### config.mk
export PLATFORM = sky130hd
export DESIGN_NAME = mem_stage_sram_ctrl
export DESIGN_NICKNAME = d
export VERILOG_FILES = /design/src/rtl/mem_stage_sram_ctrl_pkg.sv /design/src/rtl/mem_stage_sram_ctrl.sv
export SDC_FILE = /design/constraint.sdc
export NUM_CORES = 1
export LEC_CHECK = 0
export ABC_AREA = 1
export BUFFER_PORTS_ARGS = -buffer_cell sky130_fd_sc_hd__buf_2
export CORE_ASPECT_RATIO = 1.2
export CORE_MARGIN = 3
export CORE_UTILIZATION = 55
export DETAILED_ROUTE_END_ITERATION = 10
export PLACE_DENSITY = 0.85
export SLEW_MARGIN = 20
export SYNTH_ARGS = -nofsm -noshare
export SYNTH_HDL_FRONTEND = slang
export SYNTH_SLANG_ARGS = --single-unit
### constraint.sdc
create_clock -name clk -period 4.42 [get_ports clk]
set_clock_uncertainty 0.2 [all_clocks]
set_input_delay 0.221 -clock clk [delete_from_list [all_inputs] [get_ports clk]]
set_output_delay 0.221 -clock clk [all_outputs]
set_load 0.01 [all_outputs]
### src/rtl/mem_stage_sram_ctrl_pkg.sv
// Shared types and constants for the memory-stage SRAM controller.
// Data memory is 32-bit words held as two 16-bit half-words in external SRAM.
package mem_stage_sram_ctrl_pkg;

  typedef enum logic [1:0] {
    IDLE = 2'd0,
    LO   = 2'd1,
    HI   = 2'd2,
    DONE = 2'd3
  } state_t;

  localparam int DATA_BASE_DEF   = 1024;
  localparam int SRAM_DW         = 16;
  localparam int SRAM_AW_DEF     = 18;
  localparam int WAIT_CYCLES_DEF = 2;

endpackage

### src/rtl/mem_stage_sram_ctrl.sv
// Memory-stage controller: splits 32-bit loads/stores into two timed 16-bit SRAM
// phases (low half first) and stalls the pipeline via ready until the access is done.
//
// state | meaning
// IDLE  | waiting for a request; ready follows ~req combinationally
// LO    | low half-word phase on the SRAM bus, held WAIT_CYCLES cycles
// HI    | high half-word phase on the SRAM bus, held WAIT_CYCLES cycles
// DONE  | single ready cycle; pipeline advances, then back to IDLE
module mem_stage_sram_ctrl
  import mem_stage_sram_ctrl_pkg::*;
#(
  parameter int DATA_BASE   = DATA_BASE_DEF,
  parameter int SRAM_AW     = SRAM_AW_DEF,
  parameter int WAIT_CYCLES = WAIT_CYCLES_DEF
) (
  input  logic               clk,
  input  logic               rst,
  input  logic               MEM_R_en,
  input  logic               MEM_W_en,
  input  logic [31:0]        ALU_result,
  input  logic [31:0]        Val_Rm,
  output logic               ready,
  output logic [31:0]        Mem_read_value,
  output logic [SRAM_AW-1:0] SRAM_ADDR,
  output logic [SRAM_DW-1:0] SRAM_DQ_out,
  output logic               SRAM_DQ_oe,
  input  logic [SRAM_DW-1:0] SRAM_DQ_in,
  output logic               SRAM_WE_N
);

  localparam int CW = (WAIT_CYCLES > 1) ? $clog2(WAIT_CYCLES) : 1;
  localparam logic [CW-1:0] CNT_LAST = CW'(WAIT_CYCLES - 1);

  state_t state, state_nxt;
  logic [CW-1:0] cnt, cnt_nxt;

  logic               op_store;
  logic [SRAM_AW-1:0] addr_lo;
  logic [31:0]        wdata;
  logic [31:0]        rdata;
  logic [31:0]        rd_hold;

  logic               req;
  logic               last;
  logic [31:0]        offset;
  logic [SRAM_AW-1:0] addr_lo_nxt;
  logic [SRAM_AW-1:0] addr_hi;

  assign req    = MEM_R_en | MEM_W_en;
  assign last   = (cnt == CNT_LAST);
  assign offset = ALU_result - 32'(DATA_BASE);
  // Word index shifted back up to half-word granularity; wraps modulo 2^SRAM_AW.
  assign addr_lo_nxt = SRAM_AW'({offset >> 2, 1'b0});
  assign addr_hi     = addr_lo + 1'b1;

  always_ff @(posedge clk) begin
    if (rst) begin
      state <= IDLE;
      cnt   <= '0;
    end else begin
      state <= state_nxt;
      cnt   <= cnt_nxt;
    end
  end

  always_comb begin
    state_nxt = state;
    cnt_nxt   = cnt;
    unique case (state)
      IDLE: begin
        if (req) begin
          state_nxt = LO;
          cnt_nxt   = '0;
        end
      end
      LO: begin
        if (last) begin
          state_nxt = HI;
          cnt_nxt   = '0;
        end else begin
          cnt_nxt = cnt + 1'b1;
        end
      end
      HI: begin
        if (last) begin
          state_nxt = DONE;
          cnt_nxt   = '0;
        end else begin
          cnt_nxt = cnt + 1'b1;
        end
      end
      DONE: begin
        state_nxt = IDLE;
        cnt_nxt   = '0;
      end
      default: begin
        state_nxt = IDLE;
        cnt_nxt   = '0;
      end
    endcase
  end

  // A simultaneous read+write request is taken as a store.
  always_ff @(posedge clk) begin
    if (rst) begin
      op_store <= 1'b0;
      addr_lo  <= '0;
      wdata    <= '0;
      rdata    <= '0;
      rd_hold  <= '0;
    end else begin
      if (state == IDLE && req) begin
        op_store <= MEM_W_en;
        addr_lo  <= addr_lo_nxt;
        wdata    <= Val_Rm;
      end
      if (state == LO && last && !op_store) rdata[15:0]  <= SRAM_DQ_in;
      if (state == HI && last && !op_store) rdata[31:16] <= SRAM_DQ_in;
      if (state == DONE && !op_store)       rd_hold      <= rdata;
    end
  end

  // The assembled word is visible already in DONE; rd_hold keeps it afterwards.
  assign Mem_read_value = (state == DONE && !op_store) ? rdata : rd_hold;

  always_comb begin
    ready       = 1'b0;
    SRAM_ADDR   = '0;
    SRAM_DQ_out = '0;
    SRAM_DQ_oe  = 1'b0;
    SRAM_WE_N   = 1'b1;
    unique case (state)
      IDLE: ready = ~req;
      LO: begin
        SRAM_ADDR   = addr_lo;
        SRAM_DQ_out = wdata[15:0];
        SRAM_DQ_oe  = op_store;
        SRAM_WE_N   = ~op_store;
      end
      HI: begin
        SRAM_ADDR   = addr_hi;
        SRAM_DQ_out = wdata[31:16];
        SRAM_DQ_oe  = op_store;
        SRAM_WE_N   = ~op_store;
      end
      DONE: ready = 1'b1;
      default: ready = 1'b0;
    endcase
  end

endmodule

==> results.toml, run 1 <==
[cells_and_area]
layout_common_cells = "nor2_1, buf_2, dfxtp_1, inv_1, nand2_1"
n_antenna_cell = 0
syn2layout_area_growth_pct = 40.2
fin_nets = 993
layout_commonest_cell = "nor2_1"
drive_above_1_share_pct = 20.1
fillCellCount = 554

[route]
drc = 0
ant_nets = 0
first_iter_violations = 407
first_pass_iters = 5
routed_wl_um = 15300
dr_total_vias = 5427
post_drt_wl_per_cell_um = 14.8
via_per_inst = 5.25

[worst_setup_path]
cp-end-kind = "output pin"
critPathKind = "flop to output pin"
cp-start-kind = "flop"
reg2reg_from = "state[1]"
cp.required_ns = 4.00
cp_max_fo = 19
startpoint = "state[0]"
worst_ep_arrival_time_ns = 2.65
reg2regPathDepth = 7

[cts]
postCtsHoldBufs = 72
cts_setup_buffers = 0
clock_latency_ns = 0.51
clkTransAtPathRegs_ns = 0.05
cts_tree = "done"
cts_buffer_depth = 2
cts_buffers = 17
clock_sinks = 117
cts_resized = 0
root_buffer = "clkbuf_8"
htree_num_levels = 4

[power]
ir_drop_mv = 0.397
cellLeakagePower_nw = 3.69
cellPowerDensity_nw_per_um2 = 598
total_power_mw = 4.16

[timing]
max_slew_margin_pct = 32.3
drv_slew = 0
final.min_clock_period_ns = 3.07
setup_viol = 0
min_period_over_period_pct = 69.4
tns_ns = 0
timing.hold.ws_ns = 0.0155
setup_ws_ns = 1.35
worst_pin_slew_ns = 1.02
grt_setup_unrepaired = "no"
hold_violations = 0
fmax_mhz = 326

[synthesis]
yosysTopAreaCell = "dfxtp_1"
ys_seq_elements = 117
synthDistinctLibCells = 22
yosysSeqAreaShare_pct = 47.2
yosys.area.top_type_share_pct = 47.2
syn_nets = 802
synth_area_leaders = "dfxtp_1, nor2_1, o21ai_0, inv_1, nand2_1"
netlist_area_um2 = 4970
avgSynthCellArea_um2 = 6.97
yosysWarnings = 0
syn_inst = 712

[job]
maxCapViolations = 0

[global_route]
grt_overflow = 0
first_global_vias = 5322
grt_usage_pct = 30.5
grt_max_degree = 81
antenna_found_initial = 0
grt_first_pass_wirelength_um = 24500

[floorplan]
die_area_um2 = 10200
io_pins = 153
fp.dieW_um = 92.7
core-area_um2 = 8700
die_h_um = 110
start_util_pct = 57.1
rows = 37

[hold_path]
min-delay-start = "MEM_R_en"
min_path_type = "input port to flop"
hold_depth = 5

[outcome]
status = "finished, final reports clean"

[placed_design]
io_buffers = 137
place_hpwl_um = 8060
dpl_worst_slack_ns = 1.91
gp_congestion = 0.841
[cell usage after synthesis (all sizes together)]
library cell,number
nor2,190
dfxtp,117
o21ai,117
inv,109
nand2,86
a21oi,36
buf,19
clkbuf,19
nand3,8
ha,6
nor3,3
a21o,1
xnor2,1
[final cells by class]
| cell class | count | area, um2 | area share (%) |
|---|---|---|---|
| clock buffers | 23 | 467 | 6.70 |
| well taps | 117 | 146 | 2.10 |
| repair buffers | 210 | 1410 | 20.3 |
| multi-input cells | 448 | 2000 | 28.8 |
| flip-flops and latches | 117 | 2340 | 33.6 |
| inverters | 109 | 418 | 6.00 |
| clock inverters | 9 | 173 | 2.48 |
[critical path: stages (launching register included)]
cell	delay, ns
dfxtp_1	0.33
inv_1	0.12
ha_1	0.74
inv_4	0.07
nand2_1	0.11
nand2_1	0.34
nor2_1	0.26
buf_2	0.17
[worst paths after layout]
path | end | slack, ns
max | SRAM_ADDR[17] | 1.35
min | cnt | 0.02
max reg2reg | rdata[6] | 1.81
min reg2reg | addr_lo[1] | 0.26
[sequential cells by signal, indices dropped and copies added (netlist names)]
register	count
rd_hold	32
rdata	32
wdata	32
addr_lo	17
state	2
cnt	1
op_store	1
[per-layer routing]
| metal | up-vias | global-route usage (%) | share of wire, % |
|---|---|---|---|
| met5 | - | 0 | 0 |
| met4 | 0 | 18.4 | 5.1 |
| met3 | 80 | 8.76 | 7.6 |
| met2 | 313 | 54.1 | 50 |
| met1 | 2466 | 32.1 | 37 |
| li1 | 2568 | - | - |
[logic make-up (layout without fill, tap and decap cells)]
logic type / count (synthesis) / in the layout / synth area share (%)
flip-flops: 117 / 117 / 47.2
XOR/XNOR: 1 / 1 / 0.176
AND/OR/NAND/NOR: 287 / 287 / 22.7
adder cells (fa/ha/maj): 6 / 6 / 1.51
buffers and inverters: 147 / 351 / 12.8
AO/OA/AOI/OAI: 154 / 154 / 15.6
[power by group]
group | total (mW) | switching, mW | internal (mW) | leakage [nW]
registers | 1.42 | 0.120 | 1.30 | 0.959
logic | 1.26 | 0.827 | 0.431 | 2.41
clock network | 1.48 | 0.468 | 1.01 | 0.312
[through the flow]
stage | instance area (um2) | std cells | util, %
4_1_cts | 6960 | 1033 | 79.9
3_5_place_dp | 5600 | 929 | 64.3
5_1_grt | 6960 | 1033 | 80.0
3_3_place_gp | 5600 | 929 | 64.3
6_report | 6960 | 1033 | 80.0
2_1_floorplan | 4970 | 712 | -
(Power assumes the default switching activity.)
==> inputs of run 2 (changes only) <==
--- a/config.mk
+++ b/config.mk
@@ -9,9 +9,9 @@
 export BUFFER_PORTS_ARGS = -buffer_cell sky130_fd_sc_hd__buf_2
 export CORE_ASPECT_RATIO = 1.2
 export CORE_MARGIN = 3
-export CORE_UTILIZATION = 55
+export CORE_UTILIZATION = 51
 export DETAILED_ROUTE_END_ITERATION = 10
-export PLACE_DENSITY = 0.85
+export PLACE_DENSITY = 0.8
 export SLEW_MARGIN = 20
 export SYNTH_ARGS = -nofsm -noshare
 export SYNTH_HDL_FRONTEND = slang
==> constraint.sdc (replaced) <==
create_clock -name clk -period 3.15 [get_ports clk]
set_clock_uncertainty 0.2 [all_clocks]
set_input_delay 0.1575 -clock clk [delete_from_list [all_inputs] [get_ports clk]]
set_output_delay 0.1575 -clock clk [all_outputs]
set_load 0.01 [all_outputs]
==> run 2 against run 1 <==
Against the previous run: total power increased by 40%; via count decreased by 0.50%; sequential cell count unchanged; cell count increased by 1.6%; register-to-register slack got worse by 1.6 ns; cell area increased by 1.9%; non-clock buffer count increased by 15; first-iteration DRC count decreased by 29%; die area increased by 7.4%; sequential power increased by 39%; hold slack improved by 0.22 ns.
==> results.toml, run 2 (synthesis results as in run 1) <==
[cells_and_area]
drive_above_1_share_pct = 20.8
layout_commonest_cell = "nor2_1"
layout_common_cells = "nor2_1, buf_2, dfxtp_1, inv_1, nand2_1"
reg.largest.list = "rd_hold x32, rdata x32, wdata x32"
syn2layout_area_growth_pct = 42.8
final_core_util_pct = 76.5
final_area_um2 = 7090
n_antenna_cell = 0
fin_nets = 1008

[global_route]
first_global_vias = 5438
grt_first_pass_wirelength_um = 24300
grt_max_degree = 81
antenna_found_initial = 0
grt_usage_pct = 28.7
grt_overflow = 0

[outcome]
status = "finished, final reports clean"

[cts]
clock_latency_ns = 0.51
clock_sinks = 117
root_buffer = "clkbuf_8"
cts_tree = "done"
cts_setup_buffers = 0
cts_buffers = 17
htree_num_levels = 4
cts_buffer_depth = 2
clkTransAtPathRegs_ns = 0.05

[floorplan]
rows = 38
die_h_um = 114
io_pins = 153
fp.dieW_um = 96.1
core-area_um2 = 9270
start_util_pct = 53.6
die_area_um2 = 11000

[timing]
timing.hold.ws_ns = 0.232
fmax_mhz = 324
min_period_over_period_pct = 98.0
worst_pin_slew_ns = 0.891
hold_violations = 0
setup_viol = 0
final.min_clock_period_ns = 3.09
drv_slew = 0
max_slew_margin_pct = 40.5

[route]
drc = 0
routed.top_layer = "met4"
post_drt_wl_per_cell_um = 14.7
via_per_inst = 5.14
first_pass_iters = 5
met3WireLength_um = 1170
met1_length_um = 5460
first_iter_violations = 289
routed_wl_um = 15400
ant_nets = 0
wl_met2_um = 8070
dr_total_vias = 5400

[worst_setup_path]
cp-start-kind = "input port"
reg2regPathDepth = 10
worst_ep_arrival_time_ns = 3.30
cp-end-kind = "flop"
critPathKind = "input port to flop"
cp.required_ns = 3.36
cp_max_fo = 3

[hold_path]
min_path_type = "input port to flop"
hold_depth = 4

[placed_design]
io_buffers = 137
post_dp_cell_area_um2 = 5640
gp_congestion = 0.834
place_hpwl_um = 8330

[power]
cellPowerDensity_nw_per_um2 = 819
ir_drop_mv = 0.490
cellLeakagePower_nw = 3.74
total_power_mw = 5.81

[job]
maxCapViolations = 0
-- run 2: cell type report --
class | instances | area [um2]
clock inverters | 8 | 146
multi-input cells | 448 | 2010
inverters | 109 | 418
repair buffers | 225 | 1550
well taps | 120 | 150
clock buffers | 23 | 477
flip-flops and latches | 117 | 2340
fillers | 673 | 2180
-- run 2: critical path, cell delays in order --
cell and delay (ns):
dlygate4sd3_1 0.54, buf_2 0.14, inv_1 0.09, ha_2 0.21, nand2_1 0.11, o21ai_2 0.13, dlygate4sd3_1 0.56, nand3_1 0.09
dlygate4sd3_1 0.59, nand2_1 0.07, dlygate4sd3_1 0.56, inv_1 0.04
-- run 2: final timing paths --
kind	to	start	slack (ns)
max	addr_lo[17]	ALU_result[10]	0.06
min	wdata[14]	Val_Rm[14]	0.23
max reg2reg	addr_lo[17]	state[0]	0.17
min reg2reg	addr_lo[6]	addr_lo[6]	0.26
-- run 2: where the power goes --
group	switching, mW	internal [mW]	leakage [nW]
combinational	1.18	0.652	2.47
clock	0.641	1.36	0.304
sequential	0.156	1.82	0.959
total	1.97	3.84	3.74
-- run 2: per-layer routing --
| metal | up-vias | track usage, % |
|---|---|---|
| li1 | 2602 | - |
| met1 | 2451 | 28.0 |
| met2 | 278 | 52.0 |
| met3 | 69 | 8.88 |
| met4 | 0 | 16.2 |
| met5 | - | 0 |
-- run 2: repair_timing --
item	4_1_cts	5_1_grt
gates resized for setup	0	5
hold buffers	81	0
endpoints found under the hold margin	111	0
setup endpoints to repair	0	2
-- run 2: through the flow --
| stage | TNS [ns] | setup WS (ns) | instances |
|---|---|---|---|
| detailed placement | 0 | 1.04 | 938 |
| floorplan | 0 | 1.41 | 712 |
| finish | 0 | 0.0630 | 1050 |
| global route | -0.0404 | -0.0404 | 1050 |
| global placement | 0 | 1.08 | 938 |
| CTS | 0 | 0.163 | 1050 |
